File: config.mk
export PLATFORM = sky130hd
export DESIGN_NAME = tft_spi_tx
export DESIGN_NICKNAME = d
export VERILOG_FILES = /design/src/rtl/tft_pkg.sv /design/src/rtl/tft_spi_clk_div.sv /design/src/rtl/tft_spi_tx.sv
export SDC_FILE = /design/constraint.sdc
export NUM_CORES = 1
export LEC_CHECK = 0
export CAP_MARGIN = 20
export CELL_PAD_IN_SITES_DETAIL_PLACEMENT = 0
export CELL_PAD_IN_SITES_GLOBAL_PLACEMENT = 2
export CORE_MARGIN = 4
export CORE_UTILIZATION = 34
export DETAILED_ROUTE_END_ITERATION = 16
export MAX_ROUTING_LAYER = met4
export PLACE_DENSITY_LB_ADDON = 0.1
export SETUP_SLACK_MARGIN = 0.15
export SLEW_MARGIN = 5
export SYNTH_ARGS = -nofsm -noshare
export SYNTH_HDL_FRONTEND = slang
export SYNTH_HIERARCHICAL = 1
export SYNTH_SLANG_ARGS = --single-unit
export TNS_END_PERCENT = 100
File: constraint.sdc
create_clock -name clk -period 4.9 [get_ports clk]
set_input_delay 1.47 -clock clk [delete_from_list [all_inputs] [get_ports clk]]
set_output_delay 1.47 -clock clk [all_outputs]
set_load 0.01 [all_outputs]
File: src/rtl/tft_pkg.sv
// ---------------------------------------------------------------------------
// tft_pkg
// Shared definitions for the TFT panel path: transmitter state encoding,
// data/command flag values, default serial timing and the panel command
// opcodes used by the window/command sequencer.
// ---------------------------------------------------------------------------
package tft_pkg;

    typedef enum logic [1:0] {
        ST_IDLE  = 2'd0,
        ST_SHIFT = 2'd1,
        ST_GAP   = 2'd2
    } tft_state_t;

    localparam logic TFT_DC_CMD  = 1'b0;
    localparam logic TFT_DC_DATA = 1'b1;

    localparam int TFT_CLK_DIV_DEFAULT = 4;
    localparam int TFT_CS_GAP_DEFAULT  = 1;

    localparam logic [7:0] TFT_CMD_CASET = 8'h2A;
    localparam logic [7:0] TFT_CMD_RASET = 8'h2B;
    localparam logic [7:0] TFT_CMD_RAMWR = 8'h2C;

endpackage : tft_pkg

File: src/rtl/tft_spi_clk_div.sv
// ---------------------------------------------------------------------------
// tft_spi_clk_div
// Half-period strobe generator. Counts 0..DIV-1 while not cleared and pulses
// o_strobe for one clk cycle on the last count, then starts again from 0.
//
// Ports:
//   clk      system clock
//   rst      synchronous, active-high reset
//   i_clr    holds the counter at 0 (and suppresses the strobe)
//   o_strobe one-cycle pulse every DIV cycles while i_clr is low
// ---------------------------------------------------------------------------
module tft_spi_clk_div #(
    parameter int DIV = 4
) (
    input  logic clk,
    input  logic rst,
    input  logic i_clr,
    output logic o_strobe
);

    localparam int CNT_W = $clog2(DIV + 1);

    logic [CNT_W-1:0] r_cnt;
    logic             w_wrap;

    assign w_wrap   = (r_cnt == CNT_W'(DIV - 1));
    assign o_strobe = w_wrap & ~i_clr;

    // NOTE: sequential state is written with non-blocking assignments only,
    // so every flop samples the pre-edge values of its neighbours.
    always_ff @(posedge clk) begin
        if (rst || i_clr) begin
            r_cnt <= '0;
        end else if (w_wrap) begin
            r_cnt <= '0;
        end else begin
            r_cnt <= r_cnt + 1'b1;
        end
    end

endmodule : tft_spi_clk_div

File: src/rtl/tft_spi_tx.sv
// ---------------------------------------------------------------------------
// tft_spi_tx
// Byte transmitter for the TFT panel's 4-wire SPI link (mode 0, MSB first).
// A byte is accepted when tft_transmit is high in IDLE; it is shifted out
// over 16 SCK half-periods with spi_cs low, followed by a chip-select-high
// gap of CS_GAP half-periods. busy covers the whole shift + gap window.
//
// Ports:
//   clk, rst      system clock, synchronous active-high reset
//   tft_data      byte to send (sampled on the accept cycle only)
//   tft_dc        0 = command, 1 = data (sampled with tft_data)
//   tft_transmit  single-cycle request, ignored while busy
//   busy          high while a byte is in flight
//   spi_sck       serial clock, idles low
//   spi_mosi      serial data, MSB first
//   spi_cs        active-low chip select
//   spi_dc        data/command line, held from accept to next accept
// ---------------------------------------------------------------------------
module tft_spi_tx
    import tft_pkg::*;
#(
    parameter int CLK_DIV = TFT_CLK_DIV_DEFAULT,
    parameter int CS_GAP  = TFT_CS_GAP_DEFAULT
) (
    input  logic       clk,
    input  logic       rst,
    input  logic [7:0] tft_data,
    input  logic       tft_dc,
    input  logic       tft_transmit,
    output logic       busy,
    output logic       spi_sck,
    output logic       spi_mosi,
    output logic       spi_cs,
    output logic       spi_dc
);

    localparam int GAP_W = $clog2(CS_GAP * CLK_DIV + 1);

    tft_state_t       r_state,   w_state_nxt;
    logic             r_busy,    w_busy_nxt;
    logic             r_sck,     w_sck_nxt;
    logic             r_mosi,    w_mosi_nxt;
    logic             r_cs,      w_cs_nxt;
    logic             r_dc,      w_dc_nxt;
    // Bit 7 goes straight to MOSI on accept, so only bits 6..0 are held.
    logic [6:0]       r_shreg,   w_shreg_nxt;
    // Bit 3 is the overflow bit: it sets on the 8th falling SCK edge.
    logic [3:0]       r_bit_cnt, w_bit_cnt_nxt;
    logic [GAP_W-1:0] r_gap_cnt, w_gap_cnt_nxt;

    logic             w_strobe;
    logic             w_div_clr;
    logic [3:0]       w_bit_inc;

    // The divider is held at 0 in IDLE so the first SCK half-period after an
    // accept is a full CLK_DIV cycles long (MOSI setup before the first rise).
    assign w_div_clr = (r_state == ST_IDLE);
    assign w_bit_inc = r_bit_cnt + 4'd1;

    tft_spi_clk_div #(
        .DIV      (CLK_DIV)
    ) u_clk_div (
        .clk      (clk),
        .rst      (rst),
        .i_clr    (w_div_clr),
        .o_strobe (w_strobe)
    );

    // NOTE: every signal assigned here gets its hold value first, so no path
    // through the case leaves one unassigned and no latch is inferred.
    always_comb begin
        w_state_nxt   = r_state;
        w_busy_nxt    = r_busy;
        w_sck_nxt     = r_sck;
        w_mosi_nxt    = r_mosi;
        w_cs_nxt      = r_cs;
        w_dc_nxt      = r_dc;
        w_shreg_nxt   = r_shreg;
        w_bit_cnt_nxt = r_bit_cnt;
        w_gap_cnt_nxt = r_gap_cnt;

        unique case (r_state)
            ST_IDLE: begin
                if (tft_transmit) begin
                    w_state_nxt   = ST_SHIFT;
                    w_busy_nxt    = 1'b1;
                    w_cs_nxt      = 1'b0;
                    w_sck_nxt     = 1'b0;
                    w_mosi_nxt    = tft_data[7];
                    w_shreg_nxt   = tft_data[6:0];
                    w_dc_nxt      = tft_dc;
                    w_bit_cnt_nxt = '0;
                    w_gap_cnt_nxt = '0;
                end
            end

            ST_SHIFT: begin
                if (w_strobe) begin
                    w_sck_nxt = ~r_sck;
                    // SCK high -> low: advance to the next bit.
                    if (r_sck) begin
                        w_bit_cnt_nxt = w_bit_inc;
                        w_mosi_nxt    = r_shreg[6];
                        w_shreg_nxt   = {r_shreg[5:0], 1'b0};
                        if (w_bit_inc[3]) begin
                            w_state_nxt = ST_GAP;
                            w_cs_nxt    = 1'b1;
                            w_mosi_nxt  = 1'b0;
                        end
                    end
                end
            end

            ST_GAP: begin
                if (w_strobe) begin
                    if (r_gap_cnt == GAP_W'(CS_GAP - 1)) begin
                        w_state_nxt = ST_IDLE;
                        w_busy_nxt  = 1'b0;
                    end else begin
                        w_gap_cnt_nxt = r_gap_cnt + 1'b1;
                    end
                end
            end

            default: begin
                w_state_nxt = ST_IDLE;
                w_busy_nxt  = 1'b0;
                w_cs_nxt    = 1'b1;
                w_sck_nxt   = 1'b0;
            end
        endcase
    end

    always_ff @(posedge clk) begin
        if (rst) begin
            r_state   <= ST_IDLE;
            r_busy    <= 1'b0;
            r_sck     <= 1'b0;
            r_mosi    <= 1'b0;
            r_cs      <= 1'b1;
            r_dc      <= 1'b0;
            r_shreg   <= '0;
            r_bit_cnt <= '0;
            r_gap_cnt <= '0;
        end else begin
            r_state   <= w_state_nxt;
            r_busy    <= w_busy_nxt;
            r_sck     <= w_sck_nxt;
            r_mosi    <= w_mosi_nxt;
            r_cs      <= w_cs_nxt;
            r_dc      <= w_dc_nxt;
            r_shreg   <= w_shreg_nxt;
            r_bit_cnt <= w_bit_cnt_nxt;
            r_gap_cnt <= w_gap_cnt_nxt;
        end
    end

    assign busy     = r_busy;
    assign spi_sck  = r_sck;
    assign spi_mosi = r_mosi;
    assign spi_cs   = r_cs;
    assign spi_dc   = r_dc;

endmodule : tft_spi_tx

==> results.toml, run 1 <==
[status]
outcome = "completed"

[finish]
drive_gt1_share_pct = 8.39
synthToLayoutAreaGrowth_pct = 15.7
final_cell_mix = "sky130_fd_sc_hd__dfxtp_1 (24), sky130_fd_sc_hd__nor2_1 (19), sky130_fd_sc_hd__clkdlybuf4s50_1 (16), sky130_fd_sc_hd__nand2_1 (15), sky130_fd_sc_hd__a311oi_1 (7)"
n_antenna_cell = 0
finish.instance_area_um2 = 1370
final_common_cell = "sky130_fd_sc_hd__dfxtp_1"
area_of_the_multi_input_gates_um2 = 622
seq_area_um2 = 480
layout.cells.non_filler = 189
filler_cell_count = 359
fin_nets = 162

[logic_synthesis]
synth_top_area_share_pct = 40.7
syn-num-nets = 149
avgSynthCellArea_um2 = 8.94
synth_sequential_area_ratio_pct = 40.7
ys_warn_count = 6
synth.lib_cells_used.distinct = 38
gate_count_after_technology_mapping = 132
biggest_area_consumer_among_synthesized_cells = "sky130_fd_sc_hd__dfxtp_1"
synth_area_leaders = "sky130_fd_sc_hd__dfxtp_1 (41%), sky130_fd_sc_hd__nor2_1 (6.0%), sky130_fd_sc_hd__ha_1 (5.3%)"
synth.ff_latch_count = 24
netlist_area_pre_place_um2 = 1180

[clock_tree]
clk_pin_slew_ps = 140
tritoncts_clock_tree = "yes"
worstSkewPairLatency_ps = 310
postCtsResizedCells = 0
clk_path_buf_depth = 2
clkSinkCount = 24
cts_setup_buffers = 0
cts_made_buffers = 3
post_cts_hold_buffer_count = 0
root_buffer = "sky130_fd_sc_hd__clkbuf_4"
h_tree_depth = 1

[min_path]
timing.hold.worst_path_depth = 1
holdCritStartpoint = "u_clk_div/r_cnt[0]"
hp-class = "reg2reg"
min_to = "u_clk_div/r_cnt[0]"

[sta]
rsz0062_at_grt = "false"
timing.final.max_slew_violations = 0
slew-limit-headroom_pct = 38.4
timing.setup.tns_ps = 0
layout_min_cycle_time_ps = 2890
timing_hold_violations_final = 0
finClkSkew_ps = 14.7
achievable-frequency_mhz = 346
final_min_period_over_clock_period_pct = 59.0
max_slew.worst_pin.slew_ps = 922
setup-violations-final = 0

[setup_path]
critical_path.reg2reg.endpoint = "r_shreg[2]"
timing.reg2reg.worst_path_depth = 6
setup.worst_path.start_class = "flip-flop"
crit_path_cell_trace = "clkdlybuf4s50_1"
setup.worst_path.class = "reg2out"
worst-path-buf-inv = 1
crit_path_max_fanout = 6
crit-reg2reg-launch = "r_state[0]"
critical_path.slowest_cell = "sky130_fd_sc_hd__clkdlybuf4s50_1"
slowest_delay_ps = 600
worstPathArrival_ps = 1420
crit_path_required_time_ps = 3430
setup.worst_path.end_class = "output pin"
timing.reg2reg.setup_slack_ps = 2340
worst_path_dominant_cell_family = "buffers and inverters"

[power]
total_power_w = 0.000345
power_per_cell_area_nw_per_um2 = 252
power.ir.vdd_worst_mv = 0.0865
leakage_nw = 0.529

[global_route]
groute.usage.overall_pct = 12.5
wire_length_of_the_first_global_routing_pass_um = 4230
first_global_vias = 920
number_of_antenna_violations_at_the_first_check_in_global_routing = 0
global_route_congestion_overflow_total = 0
largest_net_degree_at_the_start_of_global_routing = 25

[routing]
drt.antenna.violating_nets = 0
wl_per_cell_um = 13.1
vias = 948
detail_route.vias_per_cell = 5.02
route.final.wire_length_um = 2480
drc_errors = 0
drt_pass1_iterations = 4
drt_first_iter_violations = 82

[die]
ios = 17
die_w_um = 66.9
floorplan.initialDensity_pct = 35.4
rows = 21
die_area_um2 = 4480
die-height_um = 66.9
core_area_um2 = 3340

[flow_run]
max_cap_viols = 0

[place]
dpl-instance-area_um2 = 1340
placedCellCount = 186
gp_congestion = 0.704
buffer_ports.inserted = 16
dp_hpwl_um = 1740
## metal layers
| layer | GRT usage (%) | share of wire (%) |
|---|---|---|
| met4 | 3.04 | 0.56 |
| met1 | 15.9 | 49 |
| met5 | - | 0 |
| met2 | 20.0 | 45 |
| met3 | 2.87 | 5.3 |
## registers in the layout, indices dropped and copies added, names as in the netlist
register and count:
r_shreg 7, r_bit_cnt 4, r_gap_cnt 3, u_clk_div/r_cnt 3, r_state 2, busy 1, spi_cs 1, spi_dc 1
spi_mosi 1, spi_sck 1
## Yosys cell counts
cell type,n
sky130_fd_sc_hd__dfxtp_1,24
sky130_fd_sc_hd__clkbuf_1,3
sky130_fd_sc_hd__a221oi_1,1
sky130_fd_sc_hd__nor4b_2,1
sky130_fd_sc_hd__nor2_2,1
sky130_fd_sc_hd__a31oi_1,2
sky130_fd_sc_hd__or3b_1,1
sky130_fd_sc_hd__nand3b_1,1
sky130_fd_sc_hd__o21ai_0,4
sky130_fd_sc_hd__buf_6,3
sky130_fd_sc_hd__nand3_2,1
sky130_fd_sc_hd__o221a_2,1
sky130_fd_sc_hd__buf_2,2
sky130_fd_sc_hd__nand2b_4,1
sky130_fd_sc_hd__nor2_1,19
sky130_fd_sc_hd__o21ai_2,1
sky130_fd_sc_hd__ha_1,5
sky130_fd_sc_hd__nand4b_1,1
sky130_fd_sc_hd__a22oi_1,2
sky130_fd_sc_hd__nor3_1,1
sky130_fd_sc_hd__xor2_1,3
sky130_fd_sc_hd__nand3_1,5
sky130_fd_sc_hd__mux2i_1,1
sky130_fd_sc_hd__a41oi_1,1
sky130_fd_sc_hd__or3_1,1
sky130_fd_sc_hd__a211oi_1,1
sky130_fd_sc_hd__nor2b_1,3
sky130_fd_sc_hd__nor3b_4,1
sky130_fd_sc_hd__nor4_1,3
sky130_fd_sc_hd__a21oi_1,6
sky130_fd_sc_hd__inv_1,5
sky130_fd_sc_hd__nand2_1,15
sky130_fd_sc_hd__nand4b_4,1
sky130_fd_sc_hd__a2bb2oi_1,1
sky130_fd_sc_hd__nand2b_1,1
sky130_fd_sc_hd__and4b_1,1
sky130_fd_sc_hd__a311oi_1,7
sky130_fd_sc_hd__inv_2,1
## where the power goes
part	internal, W	leakage (nW)	switching, W	total [W]
Sequential	0.000203	0.196	0.00000721	0.000211
Combinational	0.0000236	0.319	0.0000224	0.0000460
Clock	0.0000287	0.0138	0.0000592	0.0000879
## worst reg2reg max path, cell delays in order (launching register included)
cell,delay [ps]
sky130_fd_sc_hd__dfxtp_1,780
sky130_fd_sc_hd__nor2_1,210
sky130_fd_sc_hd__nor2b_1,630
sky130_fd_sc_hd__nand4b_4,210
sky130_fd_sc_hd__o21ai_2,280
sky130_fd_sc_hd__nor2_1,80
sky130_fd_sc_hd__a311oi_1,260
## logic make-up (layout without fill, tap and decap cells)
logic type,count (synthesis),count (layout),share of synthesized area [%]
buffers and inverters,14,25,6.57
XOR/XNOR,3,3,2.23
AO/OA/AOI/OAI,27,27,16.3
flip-flops,24,24,40.7
AND/OR/NAND/NOR,58,58,28.0
multiplexers,1,1,0.848
adder cells (fa/ha/maj),5,5,5.30
## worst max-delay path by stage
stage	startpoint	end	depth (start not counted)
3_5_place_dp	tft_transmit	spi_cs	5
5_1_grt	spi_sck	spi_sck	1
2_1_floorplan	tft_transmit	spi_cs	4
3_3_place_gp	tft_transmit	spi_cs	5
6_report	spi_sck	spi_sck	1
4_1_cts	spi_sck	spi_sck	1
## area by class of cell
cell class	count	area share [%]
clock buffers	3	1.65
inverters	6	1.65
well taps	46	4.22
multi-input cells	94	45.6
flip-flops and latches	24	35.2
repair buffers	16	11.7
## metrics by stage
step / setup slack, ps / hold slack, ps / utilization [%]
after floorplan: 2640 / 402 / -
after global placement: 1840 / 419 / 40.2
after detailed placement: 1800 / 442 / 40.2
after CTS: 2000 / 460 / 40.9
after global routing: 1950 / 483 / 40.9
final: 2010 / 452 / 40.9
(Power assumes the default switching activity.)
==> run 2: changes to the inputs <==
--- a/config.mk
+++ b/config.mk
@@ -9,7 +9,7 @@
 export CELL_PAD_IN_SITES_DETAIL_PLACEMENT = 0
 export CELL_PAD_IN_SITES_GLOBAL_PLACEMENT = 2
 export CORE_MARGIN = 4
-export CORE_UTILIZATION = 34
+export CORE_UTILIZATION = 32
 export DETAILED_ROUTE_END_ITERATION = 16
 export MAX_ROUTING_LAYER = met4
 export PLACE_DENSITY_LB_ADDON = 0.1
==> constraint.sdc (replaced) <==
create_clock -name clk -period 2.71 [get_ports clk]
set_input_delay 0.813 -clock clk [delete_from_list [all_inputs] [get_ports clk]]
set_output_delay 0.813 -clock clk [all_outputs]
set_load 0.01 [all_outputs]
==> run 2 against run 1 <==
  * Flip-flop and latch count unchanged
  * Core utilization up 1.2 points
  * Critical path depth unchanged
  * Sequential power rose by 78%
  * Combinational power rose by 110%
  * Critical endpoint unchanged
  * Largest cell class unchanged
  * Highest routed layer unchanged
==> results.toml, run 2 (same netlist as run 1, synthesis figures left out) <==
[status]
outcome = "completed"

[setup_path]
setup.worst_path.end_class = "output pin"
worst_path_dominant_cell_family = "buffers and inverters"
setup.worst_path.class = "reg2out"
worst-path-buf-inv = 1
crit_path_cell_trace = "clkdlybuf4s50_1"
slowest_delay_ps = 600
timing.reg2reg.setup_slack_ps = 680
startpoint = "spi_sck"
crit-reg2reg-launch = "u_clk_div/r_cnt[0]"
critical_path.slowest_cell = "sky130_fd_sc_hd__clkdlybuf4s50_1"
crit_path_max_fanout = 6
timing.reg2reg.worst_path_depth = 8
critical_path.reg2reg.endpoint = "spi_mosi"
path_depth = 1
crit_path_required_time_ps = 1900
worstPathArrival_ps = 1370
setup.worst_path.start_class = "flip-flop"
worst_setup_path_endpoint = "spi_sck"

[finish]
n_antenna_cell = 0
finish.instance_area_um2 = 1450
filler_cell_count = 347
final_common_cell = "sky130_fd_sc_hd__dfxtp_1"
fin_nets = 169
layout_top_registers = "r_shreg x7, r_bit_cnt x4"
drive_gt1_share_pct = 13.2
largest_reg_flops = 7
final_cell_mix = "sky130_fd_sc_hd__dfxtp_1 (24), sky130_fd_sc_hd__nor2_1 (19), sky130_fd_sc_hd__clkdlybuf4s50_1 (16), sky130_fd_sc_hd__nand2_1 (15)"
layout.cells.non_filler = 197
synthToLayoutAreaGrowth_pct = 22.9
top_register = "r_shreg"

[sta]
layout_min_cycle_time_ps = 2180
finClkSkew_ps = 2.89
achievable-frequency_mhz = 459
post_route_hold_slack_ps = 443
timing_hold_violations_final = 0
setup-violations-final = 0
max_slew.worst_pin.slew_ps = 439
rsz0062_at_grt = "false"
slew-limit-headroom_pct = 70.7
final_min_period_over_clock_period_pct = 80.4
timing.final.max_slew_violations = 0
timing.setup.tns_ps = 0

[place]
dp_hpwl_um = 1970
dpl-instance-area_um2 = 1400
gp_congestion = 0.742
placedCellCount = 193
buffer_ports.inserted = 16

[routing]
drc_errors = 0
wl_per_cell_um = 13.7
vias = 985
detail_route.vias_per_cell = 5.00
drt_pass1_iterations = 5
drt.antenna.violating_nets = 0
route.final.wire_length_um = 2690
drt_first_iter_violations = 47

[flow_run]
max_cap_viols = 0

[clock_tree]
root_buffer = "sky130_fd_sc_hd__clkbuf_8"
cts_setup_buffers = 0
worstSkewPairLatency_ps = 270
cts_made_buffers = 3
postCtsResizedCells = 0
post_cts_hold_buffer_count = 0
tritoncts_clock_tree = "yes"
clkSinkCount = 24
h_tree_depth = 1
clk_path_buf_depth = 2
clk_pin_slew_ps = 80

[global_route]
global_route_congestion_overflow_total = 0
first_global_vias = 1067
number_of_antenna_violations_at_the_first_check_in_global_routing = 0
groute.usage.overall_pct = 14.2
largest_net_degree_at_the_start_of_global_routing = 18
wire_length_of_the_first_global_routing_pass_um = 4860

[die]
die-height_um = 68.7
rows = 21
die_area_um2 = 4720
core_area_um2 = 3440
floorplan.initialDensity_pct = 34.3
die_w_um = 68.7
ios = 17

[power]
leakage_nw = 0.580
power_per_cell_area_nw_per_um2 = 496
power.ir.vdd_worst_mv = 0.193

[min_path]
hp-class = "reg2reg"
## run 2: worst min path at each step
stage / from / end / slack [ps] / depth (start not counted)
floorplan: u_clk_div/r_cnt[0] / u_clk_div/r_cnt[0] / 400 / 1
global placement: u_clk_div/r_cnt[0] / u_clk_div/r_cnt[0] / 420 / 1
detailed placement: u_clk_div/r_cnt[0] / u_clk_div/r_cnt[0] / 440 / 1
CTS: u_clk_div/r_cnt[0] / u_clk_div/r_cnt[0] / 450 / 1
global route: u_clk_div/r_cnt[0] / u_clk_div/r_cnt[0] / 470 / 1
finish: u_clk_div/r_cnt[0] / u_clk_div/r_cnt[0] / 440 / 1
## run 2: power breakdown
part,switching (W),internal [W],leakage [nW]
clock network,0.000117,0.000130,0.0288
logic,0.0000470,0.0000481,0.355
registers,0.00000883,0.000367,0.196
total,0.000173,0.000546,0.580
## run 2: cell type report
cell class | instances | area (µm²) | share of cell area (%)
multi-input combinational | 94 | 622 | 42.9
sequential | 24 | 480 | 33.1
timing repair buffer | 23 | 213 | 14.7
tap | 46 | 57.6 | 3.97
clock buffer | 4 | 55.1 | 3.80
inverter | 6 | 22.5 | 1.55
## run 2: per-stage QoR
stage,worst slack (ps),util (%),total power [W]
4_1_cts,517,42.1,0.000732
3_5_place_dp,365,40.5,0.000480
5_1_grt,482,42.1,0.000756
3_3_place_gp,387,40.5,0.000480
6_report,530,42.1,0.000719
2_1_floorplan,861,-,0.000439
## run 2: metal layers
| layer | track usage, % | part of all wire, % | wire [µm] | vias to the layer above |
|---|---|---|---|---|
| met5 | - | 0 | 0 | - |
| met4 | 5.84 | 1.6 | 44 | 0 |
| met3 | 2.92 | 3.2 | 85 | 5 |
| met2 | 22.4 | 44 | 1170 | 16 |
| met1 | 17.7 | 52 | 1390 | 459 |
| li1 | - | - | - | 505 |
==> run 3: changes to the inputs <==
==> constraint.sdc (replaced) <==
create_clock -name clk -period 2.1 [get_ports clk]
set_input_delay 0.63 -clock clk [delete_from_list [all_inputs] [get_ports clk]]
set_output_delay 0.63 -clock clk [all_outputs]
set_load 0.01 [all_outputs]
==> run 3 against run 2 <==
  * Critical path depth did not move
  * Clock-buffer cell count fell by 1
  * Flip-flop and latch count did not move
  * Setup slack got worse by 240 ps
  * Final area rose by 2.7%
  * Sequential share of layout area fell by 0.86 points
  * Sequential power rose by 29%
  * Core utilization rose by 1.1 points
  * Non-clock buffer count rose by 4
  * Hold slack got worse by 6.6 ps
  * Largest cell class unchanged
  * Die area did not move
  * Critical endpoint is now spi_cs
  * Total power rose by 23%
==> results.toml, run 3 (same netlist as run 1, synthesis figures left out) <==
[global_route]
groute.usage.overall_pct = 13.4
global_route_congestion_overflow_total = 0
first_global_vias = 926
groute.layer.met3.usage_pct = 1.46
wire_length_of_the_first_global_routing_pass_um = 4640
grt_most_used_layer = "met1"
global_route.usage.met2_pct = 17.8
global_route.usage.met1_pct = 21.1
number_of_antenna_violations_at_the_first_check_in_global_routing = 0
largest_net_degree_at_the_start_of_global_routing = 18

[sta]
max_slew.worst_pin.slew_ps = 343
slew-limit-headroom_pct = 77.1
achievable-frequency_mhz = 553
post_route_hold_slack_ps = 436
timing.setup.tns_ps = 0
timing.final.max_slew_violations = 0
timing_hold_violations_final = 0
final_min_period_over_clock_period_pct = 86.1
finClkSkew_ps = 2.78
rsz0062_at_grt = "false"
layout_min_cycle_time_ps = 1810
layout_setup_ws_ps = 292
setup-violations-final = 0

[die]
die-height_um = 68.7
die_area_um2 = 4720
die_w_um = 68.7
core_area_um2 = 3440
ios = 17
floorplan.initialDensity_pct = 34.3
rows = 21

[finish]
synthToLayoutAreaGrowth_pct = 26.2
final_cell_mix = "sky130_fd_sc_hd__dfxtp_1 (24), sky130_fd_sc_hd__nor2_1 (19), sky130_fd_sc_hd__clkdlybuf4s50_1 (16), sky130_fd_sc_hd__nand2_1 (15), sky130_fd_sc_hd__buf_4 (10)"
drive_gt1_share_pct = 15.6
fin_nets = 173
top_register = "r_shreg"
final_common_cell = "sky130_fd_sc_hd__dfxtp_1"
layout_top_registers = "r_shreg x7, r_bit_cnt x4"
n_antenna_cell = 0
largest_reg_flops = 7

[setup_path]
crit_path_max_fanout = 3
worst-path-buf-inv = 1
setup.worst_path.end_class = "output pin"
setup.worst_path.start_class = "flip-flop"
crit_path_required_time_ps = 1470
crit_path_cell_trace = "clkdlybuf4s50_1"
slowest_delay_ps = 550
critical_path.slowest_cell = "sky130_fd_sc_hd__clkdlybuf4s50_1"
worst_path_dominant_cell_family = "buffers and inverters"
worstPathArrival_ps = 1180
setup.worst_path.class = "reg2out"

[routing]
drt.antenna.violating_nets = 0
wl_per_cell_um = 13.3
drt_first_iter_violations = 85
detail_route.vias_per_cell = 5.06
route.final.wire_length_um = 2660
drc_errors = 0
drt_pass1_iterations = 4
vias = 1011

[power]
power.ir.vdd_worst_mv = 0.251
leakage_nw = 0.598
power_per_cell_area_nw_per_um2 = 595

[place]
gp_congestion = 0.724
dp_hpwl_um = 1940
place_worst_setup_slack_ps = 65.4
buffer_ports.inserted = 16

[clock_tree]
cts_made_buffers = 3
root_buffer = "sky130_fd_sc_hd__clkbuf_8"
post_cts_hold_buffer_count = 0
tritoncts_clock_tree = "yes"
clk_pin_slew_ps = 80
clk_path_buf_depth = 2
worstSkewPairLatency_ps = 260
h_tree_depth = 1
clkSinkCount = 24

[min_path]
hp-class = "reg2reg"

[flow_run]
max_cap_viols = 0

[status]
outcome = "completed"
run 3: changes by cell type in the layout (fill, tap and decap cells not counted), sizes merged:
cell | previous run | this run
clkbuf | 4 | 3
buf | 7 | 11
run 3: repair_timing:
item,in CTS,in global routing
resized for setup,0,2
setup buffers,0,2
setup endpoints to repair,0,8
hold endpoints to repair,0,0
run 3: layout make-up:
| type | instances | area (µm²) |
|---|---|---|
| fill | 335 | 1950 |
| clock buffer | 3 | 41.3 |
| timing repair buffer | 27 | 255 |
| inverter | 6 | 22.5 |
| sequential | 24 | 480 |
| multi-input combinational | 94 | 632 |
| tap | 46 | 57.6 |
run 3: metrics by stage:
step	cells	total power [W]	utilization [%]	area (µm²)
global route	200	0.000931	43.3	1490
finish	200	0.000886	43.3	1490
CTS	198	0.000898	42.5	1460
detailed placement	195	0.000626	41.3	1420
floorplan	132	0.000566	-	1180
global placement	195	0.000625	41.3	1420
run 3: final timing paths:
kind / from / endpoint / slack (ps) / depth (start not counted)
setup / recovery: spi_cs / spi_cs / 290 / 1
hold / removal: u_clk_div/r_cnt[0] / u_clk_div/r_cnt[0] / 440 / 1
setup reg to reg: u_clk_div/r_cnt[0] / r_gap_cnt[1] / 300 / 8
hold reg to reg: u_clk_div/r_cnt[0] / u_clk_div/r_cnt[0] / 440 / 1
run 3: routing by layer:
layer / wire length (µm) / vias to the layer above
li1: - / 517
met1: 1450 / 470
met2: 1100 / 22
met3: 97 / 2
met4: 14 / 0
met5: 0 / -
run 3: power by group:
group | switching (W) | leakage [nW] | total, W | internal, W
Combinational | 0.0000634 | 0.381 | 0.000131 | 0.0000681
Clock | 0.000143 | 0.0216 | 0.000271 | 0.000128
Sequential | 0.00000985 | 0.196 | 0.000484 | 0.000474
Total | 0.000216 | 0.598 | 0.000886 | 0.000670
